`src/rtl/m8_pkg.sv`:
```
// Shared definitions for the M8 frame-RAM fill path: channel indices, fill depths,
// fill-state encoding and the per-channel slot address map.
package m8_pkg;

  localparam int N_CH    = 5;
  localparam int CH_LCB1 = 0;
  localparam int CH_LCB2 = 1;
  localparam int CH_LCB3 = 2;
  localparam int CH_LCB4 = 3;
  localparam int CH_MCM  = 4;

  localparam int LCB_WRDS_DEF = 128;
  localparam int MCM_WRDS_DEF = 512;

  typedef enum logic {
    ST_FILL = 1'b0,
    ST_DONE = 1'b1
  } fill_state_e;

  // LCBs own addr[2]=0 with addr[1:0]=k. MCM owns addr[2]=1: words alternate
  // between lanes 2 and 1, and the second 256 words reuse the block in lanes 0 and 3.
  function automatic logic [9:0] m8_slot_addr(input logic [2:0] ch, input logic [9:0] ptr);
    logic [9:0] addr;
    if (ch == 3'(CH_MCM)) addr = {ptr[7:1], 1'b1, ~ptr[0] ^ ptr[8], ptr[0]};
    else                  addr = {ptr[6:0], 1'b0, ch[1:0]};
    return addr;
  endfunction

endpackage

```
`src/rtl/m8_rr_arb.sv`:
```
// Five-way round-robin arbiter: combinational grant, search starting one past
// the channel granted last.
module m8_rr_arb
  import m8_pkg::*;
(
  input  logic            clk,
  input  logic            reset,
  input  logic            en,
  input  logic [N_CH-1:0] req,
  output logic            gnt_vld,
  output logic [2:0]      gnt_idx
);

  logic [2:0] start;

  // NOTE: every combinational output is given a default before the search so no latch is inferred.
  always_comb begin
    gnt_vld = 1'b0;
    gnt_idx = '0;
    // Walk from the farthest offset down so the nearest requester wins.
    for (int i = N_CH - 1; i >= 0; i--) begin
      if (en && req[(int'(start) + i) % N_CH]) begin
        gnt_vld = 1'b1;
        gnt_idx = 3'((int'(start) + i) % N_CH);
      end
    end
  end

  always_ff @(posedge clk or negedge reset) begin
    if (!reset) begin
      start <= '0;
    end else if (gnt_vld) begin
      start <= (gnt_idx == 3'(N_CH - 1)) ? 3'd0 : gnt_idx + 3'd1;
    end
  end

endmodule

```
`src/rtl/m8_fill_arbiter.sv`:
```
// Fills the idle half of the M8 ping-pong frame RAM from four LCB channels and the MCM,
// restarting on every buffer switch and flagging dropped words and incomplete fills.
module m8_fill_arbiter
  import m8_pkg::*;
#(
  parameter int ADDR_W   = 10,
  parameter int DATA_W   = 12,
  parameter int LCB_WRDS = LCB_WRDS_DEF,
  parameter int MCM_WRDS = MCM_WRDS_DEF
) (
  input  logic                   reset,
  input  logic                   clk,
  input  logic                   iSwitch,
  input  logic [N_CH-1:0]        iReq,
  input  logic [N_CH*DATA_W-1:0] iData,
  output logic [N_CH-1:0]        oAck,
  output logic                   oWrEn,
  output logic                   oWrSel,
  output logic [ADDR_W-1:0]      oWrAddr,
  output logic [DATA_W-1:0]      oWrData,
  output logic                   oFillDone,
  output logic                   oUnderrun,
  output logic [7:0]             oDropCnt
);

  localparam int PTR_W = 10;

  fill_state_e      state;
  logic             sw_q;
  logic             sw_det;
  logic             arb_en;
  logic             gnt_vld;
  logic [2:0]       gnt_idx;
  logic [PTR_W-1:0] ptr [N_CH];
  logic [N_CH-1:0]  full;
  logic [N_CH-1:0]  fills_last;
  logic             all_full_next;
  logic             sel_full;
  logic [PTR_W-1:0] sel_ptr;
  logic [DATA_W-1:0] sel_data;

  function automatic logic [PTR_W-1:0] ch_limit(input int ch);
    return (ch == CH_MCM) ? PTR_W'(MCM_WRDS) : PTR_W'(LCB_WRDS);
  endfunction

  // No grant in the switch cycle, in DONE, or while reset is asserted.
  assign sw_det = (iSwitch != sw_q);
  assign arb_en = reset && (state == ST_FILL) && !sw_det;

  m8_rr_arb u_arb (
    .clk     (clk),
    .reset   (reset),
    .en      (arb_en),
    .req     (iReq),
    .gnt_vld (gnt_vld),
    .gnt_idx (gnt_idx)
  );

  assign oAck = gnt_vld ? (N_CH'(1) << gnt_idx) : '0;

  always_comb begin
    full          = '0;
    fills_last    = '0;
    all_full_next = 1'b1;
    for (int c = 0; c < N_CH; c++) begin
      full[c]       = (ptr[c] >= ch_limit(c));
      fills_last[c] = gnt_vld && (int'(gnt_idx) == c) && (ptr[c] == ch_limit(c) - 1'b1);
      if (!(full[c] || fills_last[c])) all_full_next = 1'b0;
    end
    sel_ptr  = ptr[gnt_idx];
    sel_full = full[gnt_idx];
    sel_data = iData[int'(gnt_idx)*DATA_W +: DATA_W];
  end

  // NOTE: sequential state uses non-blocking assignments so every register samples pre-edge values.
  always_ff @(posedge clk or negedge reset) begin
    if (!reset) begin
      state     <= ST_FILL;
      sw_q      <= 1'b0;
      oWrEn     <= 1'b0;
      oWrSel    <= 1'b1;
      oWrAddr   <= '0;
      oWrData   <= '0;
      oFillDone <= 1'b0;
      oUnderrun <= 1'b0;
      oDropCnt  <= '0;
      // NOTE: the pointer array is control state and must be reset; it is not data storage.
      for (int c = 0; c < N_CH; c++) ptr[c] <= '0;
    end else begin
      sw_q      <= iSwitch;
      oWrEn     <= 1'b0;
      oUnderrun <= 1'b0;
      if (sw_det) begin
        state     <= ST_FILL;
        oFillDone <= 1'b0;
        oWrSel    <= ~iSwitch;
        oUnderrun <= (state == ST_FILL);
        for (int c = 0; c < N_CH; c++) ptr[c] <= '0;
      end else if (gnt_vld) begin
        if (sel_full) begin
          if (oDropCnt != 8'hFF) oDropCnt <= oDropCnt + 8'd1;
        end else begin
          oWrEn        <= 1'b1;
          oWrAddr      <= ADDR_W'(m8_slot_addr(gnt_idx, sel_ptr));
          oWrData      <= sel_data;
          ptr[gnt_idx] <= sel_ptr + 1'b1;
        end
        if (all_full_next) begin
          state     <= ST_DONE;
          oFillDone <= 1'b1;
        end
      end
    end
  end

endmodule

```
`config.mk`:
```
export PLATFORM = sky130hd
export DESIGN_NAME = m8_fill_arbiter
export DESIGN_NICKNAME = d
export VERILOG_FILES = /design/src/rtl/m8_pkg.sv /design/src/rtl/m8_rr_arb.sv /design/src/rtl/m8_fill_arbiter.sv
export SDC_FILE = /design/constraint.sdc
export NUM_CORES = 1
export LEC_CHECK = 0
export CORE_MARGIN = 4
export CORE_UTILIZATION = 30
export DETAILED_ROUTE_END_ITERATION = 6
export GPL_ROUTABILITY_DRIVEN = 0
export SETUP_SLACK_MARGIN = 0.15
export SLEW_MARGIN = 20
export SYNTH_ARGS = -nofsm -noshare
export SYNTH_HDL_FRONTEND = slang
export SYNTH_SLANG_ARGS = --single-unit
```
`constraint.sdc`:
```
create_clock -name clk -period 10.2 [get_ports clk]
set_clock_uncertainty 0.05 [all_clocks]
set_input_delay 2.55 -clock clk [delete_from_list [all_inputs] [get_ports clk]]
set_output_delay 2.55 -clock clk [all_outputs]
set_load 0.005 [all_outputs]
```
## Word-level counts from Yosys, hierarchy flattened

Cells that the tools add are included.

- Bits in registers: 88
- Latch bits: 0
- Memory bits (writable): 0
- Bits in read-only memories: 0
- Input port bits: 68
- Output and inout bits: 39
- Word-level logic and storage cells: 144
- Memories: 0

- Add/sub/neg operators: 7
- Multipliers: 1
- Div/mod/pow operators: 5
- $lt $le $gt $ge: 13
- Eq/ne operators: 13
- Shift-type cells: 2
- Muxes and demuxes: 51
- Bitwise operators: 7
- Reductions and logical operators: 31

Operators by type and width:

| kind | number |
|---|---|
| < comparator 32 x 5 -> 1 bit (second input constant) | 5 |
| 2-to-1 mux 50 bit | 3 |
| modulo 32 x 4 -> 32 bit (second input constant) | 4 |
| variable part select 60 x 8 -> 12 bit | 1 |
| bitwise mux 50 bit | 1 |
| equality test 10 x 7 -> 1 bit (second input constant) | 4 |
| >= comparator 10 x 8 -> 1 bit (second input constant) | 4 |
| 2-to-1 mux 10 bit | 4 |
| modulo 4 x 4 -> 32 bit (second input constant) | 1 |
| binary-select mux 10 bit (select 3 bit) | 1 |
| demux 10 bit (select 3 bit) | 1 |
| 2-to-1 mux 1 bit | 28 |
| binary-select mux 1 bit (select 3 bit) | 6 |
| logical AND 1 bit | 18 |
| 2-to-1 mux 3 bit | 6 |
| equality test 3 bit (second input constant) | 4 |
| adder 10 x 1 -> 10 bit (second input constant) | 1 |
| equality test 10 x 9 -> 1 bit (second input constant) | 1 |
| >= comparator 10 bit (second input constant) | 1 |
| adder 3 x 2 -> 4 bit (second input constant) | 2 |
| adder 8 x 1 -> 8 bit (second input constant) | 1 |
| != test 8 bit (second input constant) | 1 |
| logical OR 1 bit | 5 |
| multiplier 3 x 2 -> 5 bit (second input constant) | 1 |
| other kinds (20) | 26 |

## Depth between registers and ports, before layout

- Word-level depth: 23
- Mapped depth: 30
- Gate-level depth less buffers: 25

## Modules after synthesis

From an unflattened synthesis, not the netlist that was laid out.

- Cell total of the unflattened synthesis: 654
- Area, all modules: 6251.0 sq um

By module, submodules not included:

| module | times used | cells an instance | area an instance (sq um) | sequential area each (sq um) |
|---|---|---|---|---|
| m8_fill_arbiter | 1 | 428 | 4493.1 | 2128.3 |
| m8_rr_arb | 1 | 226 | 1757.9 | 75.1 |

## Worst setup path after synthesis

OpenSTA, ideal clock, no wires.

- Kind: input -> output
- Start: in iReq[0]
- End: out oAck[4]
- Data arrival time: 6149 ps
- Required time: 7600 ps
- Path slack: 1451 ps
- Stages: 17
- Path buffers: 7
- Cells stage by stage: clkbuf_1 mux4_2 and3_1 o221a_2 a31oi_1 or3_1 o211ai_2 a21o_1 buf_4 inv_2 buf_2 buf_2 buf_1 ha_1 and3_1 clkbuf_1 clkbuf_1

- Cells in the longest elaborated chain, start to end: 11
- Elaborated cells on any way between the ends: 32
- Those cells by class: shift: 1; mux: 26; reduce/logical: 5

RTL lines:

| item | RTL line | source |
|---|---|---|
| start: declaration | m8_fill_arbiter.sv:14 | `input logic [N_CH-1:0] iReq,` |
| binary-select mux 1 bit (select 3 bit) | m8_rr_arb.sv:22 | `if (en && req[(int'(start) + i) % N_CH]) begin` |
| 2-to-1 mux 1 bit (not written as such) (2 in series) | m8_rr_arb.sv:22 |  |
| logical AND 1 bit | m8_rr_arb.sv:22 |  |
| 2-to-1 mux 3 bit (5 in series) | m8_rr_arb.sv:22 |  |
| << shifter 1 x 3 -> 5 bit | m8_fill_arbiter.sv:59 | `assign oAck = gnt_vld ? (N_CH'(1) << gnt_idx) : '0;` |
| 2-to-1 mux 5 bit * | m8_fill_arbiter.sv:59 |  |
| end: declaration | m8_fill_arbiter.sv:16 | `output logic [N_CH-1:0] oAck,` |

Every way passes the cells marked *; elsewhere a longest branch is shown, timed or not. The select of a mux whose other input is x is not followed.

## Worst setup path in the final report

- Start: reg u_arb.start[1]
- End: out oAck[4]

- Cells in the longest elaborated chain, start to end: 13
- Elaborated cells on any way between the ends: 41
- Those cells by class: add/sub: 4; div: 5; shift: 1; mux: 26; reduce/logical: 5

RTL lines:

| item | RTL line | source |
|---|---|---|
| start: declaration | m8_rr_arb.sv:14 | `logic [2:0] start;` |
| start signal: assignment | m8_rr_arb.sv:33 | `start <= (gnt_idx == 3'(N_CH - 1)) ? 3'd0 : gnt_idx + 3'd1;` |
| adder 3 x 3 -> 4 bit | m8_rr_arb.sv:22, m8_rr_arb.sv:24 |  |
| modulo 32 x 4 -> 32 bit | m8_rr_arb.sv:22, m8_rr_arb.sv:24 |  |
| binary-select mux 1 bit (select 3 bit) | m8_rr_arb.sv:22 |  |
| 2-to-1 mux 1 bit (not written as such) (2 in series) | m8_rr_arb.sv:22 |  |
| logical AND 1 bit | m8_rr_arb.sv:22 |  |
| 2-to-1 mux 3 bit (5 in series) | m8_rr_arb.sv:22 |  |
| << shifter 1 x 3 -> 5 bit | m8_fill_arbiter.sv:59 |  |
| 2-to-1 mux 5 bit * | m8_fill_arbiter.sv:59 |  |

Marks and branches as above.

==> results.py <==
metrics = {
    "cells_and_area": {
        "area_growth_pct": 23.6,
        "drive_above_1_share": 0.0923,
        "fin_nets": 918,
        "antenna_cells": 0,
        "final_cells": 1103,
        "num-fill-cells": 2206,
    },
    "grt": {
        "antenna_found_initial": 0,
        "grt_start_max_net_pins": 52,
        "grtUsageTotal": 0.164,
        "grt_overflow": 0,
        "grt_pass1_vias": 5913,
        "grt_pass1_wl_mm": 32.7,
    },
    "route": {
        "drtIter0Drc": 537,
        "vias": 6065,
        "first_pass_iters": 5,
        "wl_mm": 20.3,
        "drc": 0,
        "wl_per_cell_um": 18.4,
        "via_per_inst": 5.50,
        "ant_nets": 0,
    },
    "floorplan": {
        "core_mm2": 0.0218,
        "die_y_um": 157,
        "start_util": 0.304,
        "io_pins": 107,
        "fp-row-count": 54,
        "fp.dieW_um": 157,
        "die_area_mm2": 0.0245,
    },
    "yosys": {
        "synth-main-ff-cell": "dfrtp_1",
        "synth_seq_cells": 88,
        "synth.net_count": 836,
        "yosysTopAreaCell": "dfrtp_1",
        "ys_seq_area_frac": 0.333,
        "ys_types": 94,
        "syn-cell-area_mm2": 0.00662,
        "synth_area_per_cell_um2": 9.00,
        "netlist_top_cells_count": "87 x dfrtp_1, 57 x nor2_1, 51 x o21ai_0",
        "synth_edf_count": 0,
        "synth_cells": 736,
        "synthArstFlopShare": 1.00,
        "synth.area.top_cells": "dfrtp_1 33%, ha_1 5.9%, mux2i_1 4.4%",
        "yosysMostFrequentCell": "dfrtp_1",
        "ys.warnings.count": 0,
        "yosysTopAreaCellShare": 0.329,
    },
    "clock_network": {
        "clock_latency_ns": 0.35,
        "numCtsBuffers": 9,
        "ctsLongestPathBuffers": 2,
        "clkTransAtPathRegs_ns": 0.07,
        "root_buffer": "clkbuf_16",
        "cts_hold_buf": 0,
        "cts.htree.levels": 3,
        "postCtsSetupBuffers": 0,
        "clock-sinks": 88,
        "cts_tree": "done",
        "cts_resized": 0,
    },
    "placement": {
        "dp_hpwl_mm": 15.0,
        "preCtsSetupSlack_ns": 0.951,
        "placed_cells": 1087,
        "port_buffers": 106,
    },
    "timing": {
        "fmax_ghz": 0.105,
        "period_needed_ns": 9.49,
        "setup_ws_ns": 0.707,
        "fin_tns_setup_ns": 0,
        "tightest_slew_ns": 0.883,
        "drv_slew": 0,
        "rsz0062_at_grt": "false",
        "hold_ws_ns": 0.437,
        "hold_viol": 0,
        "setup_violations": 0,
        "fin_crit_sh": 0.931,
        "max-slew-margin-rel": 0.404,
    },
    "setup_path": {
        "endpoint_kind": "output port",
        "worst_ep_required_time_ns": 7.60,
        "critical_path_class": "reg2out",
        "arrival_ns": 6.89,
        "critPathMaxFanout": 16,
        "rrSetupSlack_ns": 2.19,
        "crit_path_start_kind": "register",
    },
    "outcome": {
        "status": "finished clean",
    },
    "worst_hold_path": {
        "hp-class": "reg2reg",
    },
    "run": {
        "cap_violations": 0,
    },
}
## final timing paths
kind | end | cells after the start | from
max | oAck[4] | 21 | u_arb.start[1]$_DFFE_PN0P_
min in group asynchronous | oDropCnt[6]$_DFFE_PN0P_ | 1 | reset
min | ptr[19]$_DFFE_PN0P_ | 1 | ptr[19]$_DFFE_PN0P_
max in group asynchronous | ptr[32]$_DFFE_PN0P_ | 2 | reset
min reg2reg | ptr[19]$_DFFE_PN0P_ | 1 | ptr[19]$_DFFE_PN0P_
max reg2reg | ptr[44]$_DFFE_PN0P_ | 25 | u_arb.start[1]$_DFFE_PN0P_
## area by class of cell
cell class / count / area (µm²) / area share
clock inverters: 7 / 72.6 / 0.00887
clock buffers: 9 / 225 / 0.0275
well taps: 280 / 350 / 0.0428
flip-flops and latches: 88 / 2200 / 0.269
repair buffers: 118 / 1150 / 0.140
inverters: 25 / 93.8 / 0.0115
multi-input cells: 576 / 4090 / 0.500
## placed cells by master (no fill, tap or decap), types with 5 or more instances in the layout
cell               n
buf_4             13
a221oi_1          17
clkdlybuf4s50_1  105
inv_1             21
mux2_2            11
nor3b_1            5
nand3_1           47
clkbuf_16          9
ha_1              31
nand4b_1           5
o221ai_1           7
and3_1            14
o31ai_1            5
nand3b_1           6
and2_1            16
o211ai_1           5
nand2_1           33
a211oi_1           8
o21ai_1           16
mux2i_1           29
xnor2_1           14
nor3_1            11
a21oi_1           36
o21ai_0           51
dfrtp_1           87
or2_2              5
nand2b_1           9
nand4_1           18
a22o_1            14
nor2b_1            6
nor2_1            57
## registers in the layout, summed over array words and instances, names as in the netlist, 3 cells and up
| signal | count |
|---|---|
| oWrData | 12 |
| oDropCnt | 8 |
| ptr | 50 |
| u_arb.start | 3 |
| oWrAddr | 10 |
## stage by stage
| step | area (µm²) | util |
|---|---|---|
| CTS | 8180 | 0.376 |
| floorplan | 6620 | - |
| global route | 8180 | 0.376 |
| finish | 8180 | 0.376 |
| global placement | 7890 | 0.362 |
| detailed placement | 7890 | 0.362 |
## cell families after synthesis
| family | synth area share |
|---|---|
| XOR/XNOR | 0.0353 |
| buffers and inverters | 0.0506 |
| flip-flops | 0.333 |
| AO/OA/AOI/OAI | 0.237 |
| AND/OR/NAND/NOR | 0.207 |
| adder cells (fa/ha/maj) | 0.0631 |
| multiplexers | 0.0739 |
## critical path, cell delays in order, from the launching register on
cell             delay, ns
dfrtp_1               0.66
inv_1                 0.33
ha_1                  0.37
xnor2_2               0.32
inv_2                 0.11
ha_1                  0.25
or3b_2                0.44
o22ai_1               0.17
or2_2                 0.19
ha_1                  0.27
mux2_2                0.30
mux2i_1               0.19
a211oi_1              0.08
a31o_1                0.23
o2bb2ai_1             0.19
o41a_1                0.54
o31ai_4               0.54
inv_2                 0.23
ha_1                  0.30
and3_1                0.15
buf_4                 0.19
clkdlybuf4s50_1       0.47
## metal layers
layer  up-vias  GRT usage  routed length (µm)  part of all wire
li1       2937          -                   -                 -
met1      2955      0.239                9520              0.47
met2       154      0.253                9550              0.47
met3        19     0.0313                 963             0.048
met4         0     0.0368                 212             0.010
met5         -          0                   0                 0
Power is not shown: default switching activity piles up to over one toggle a cycle in this logic, so the estimate is an artifact.
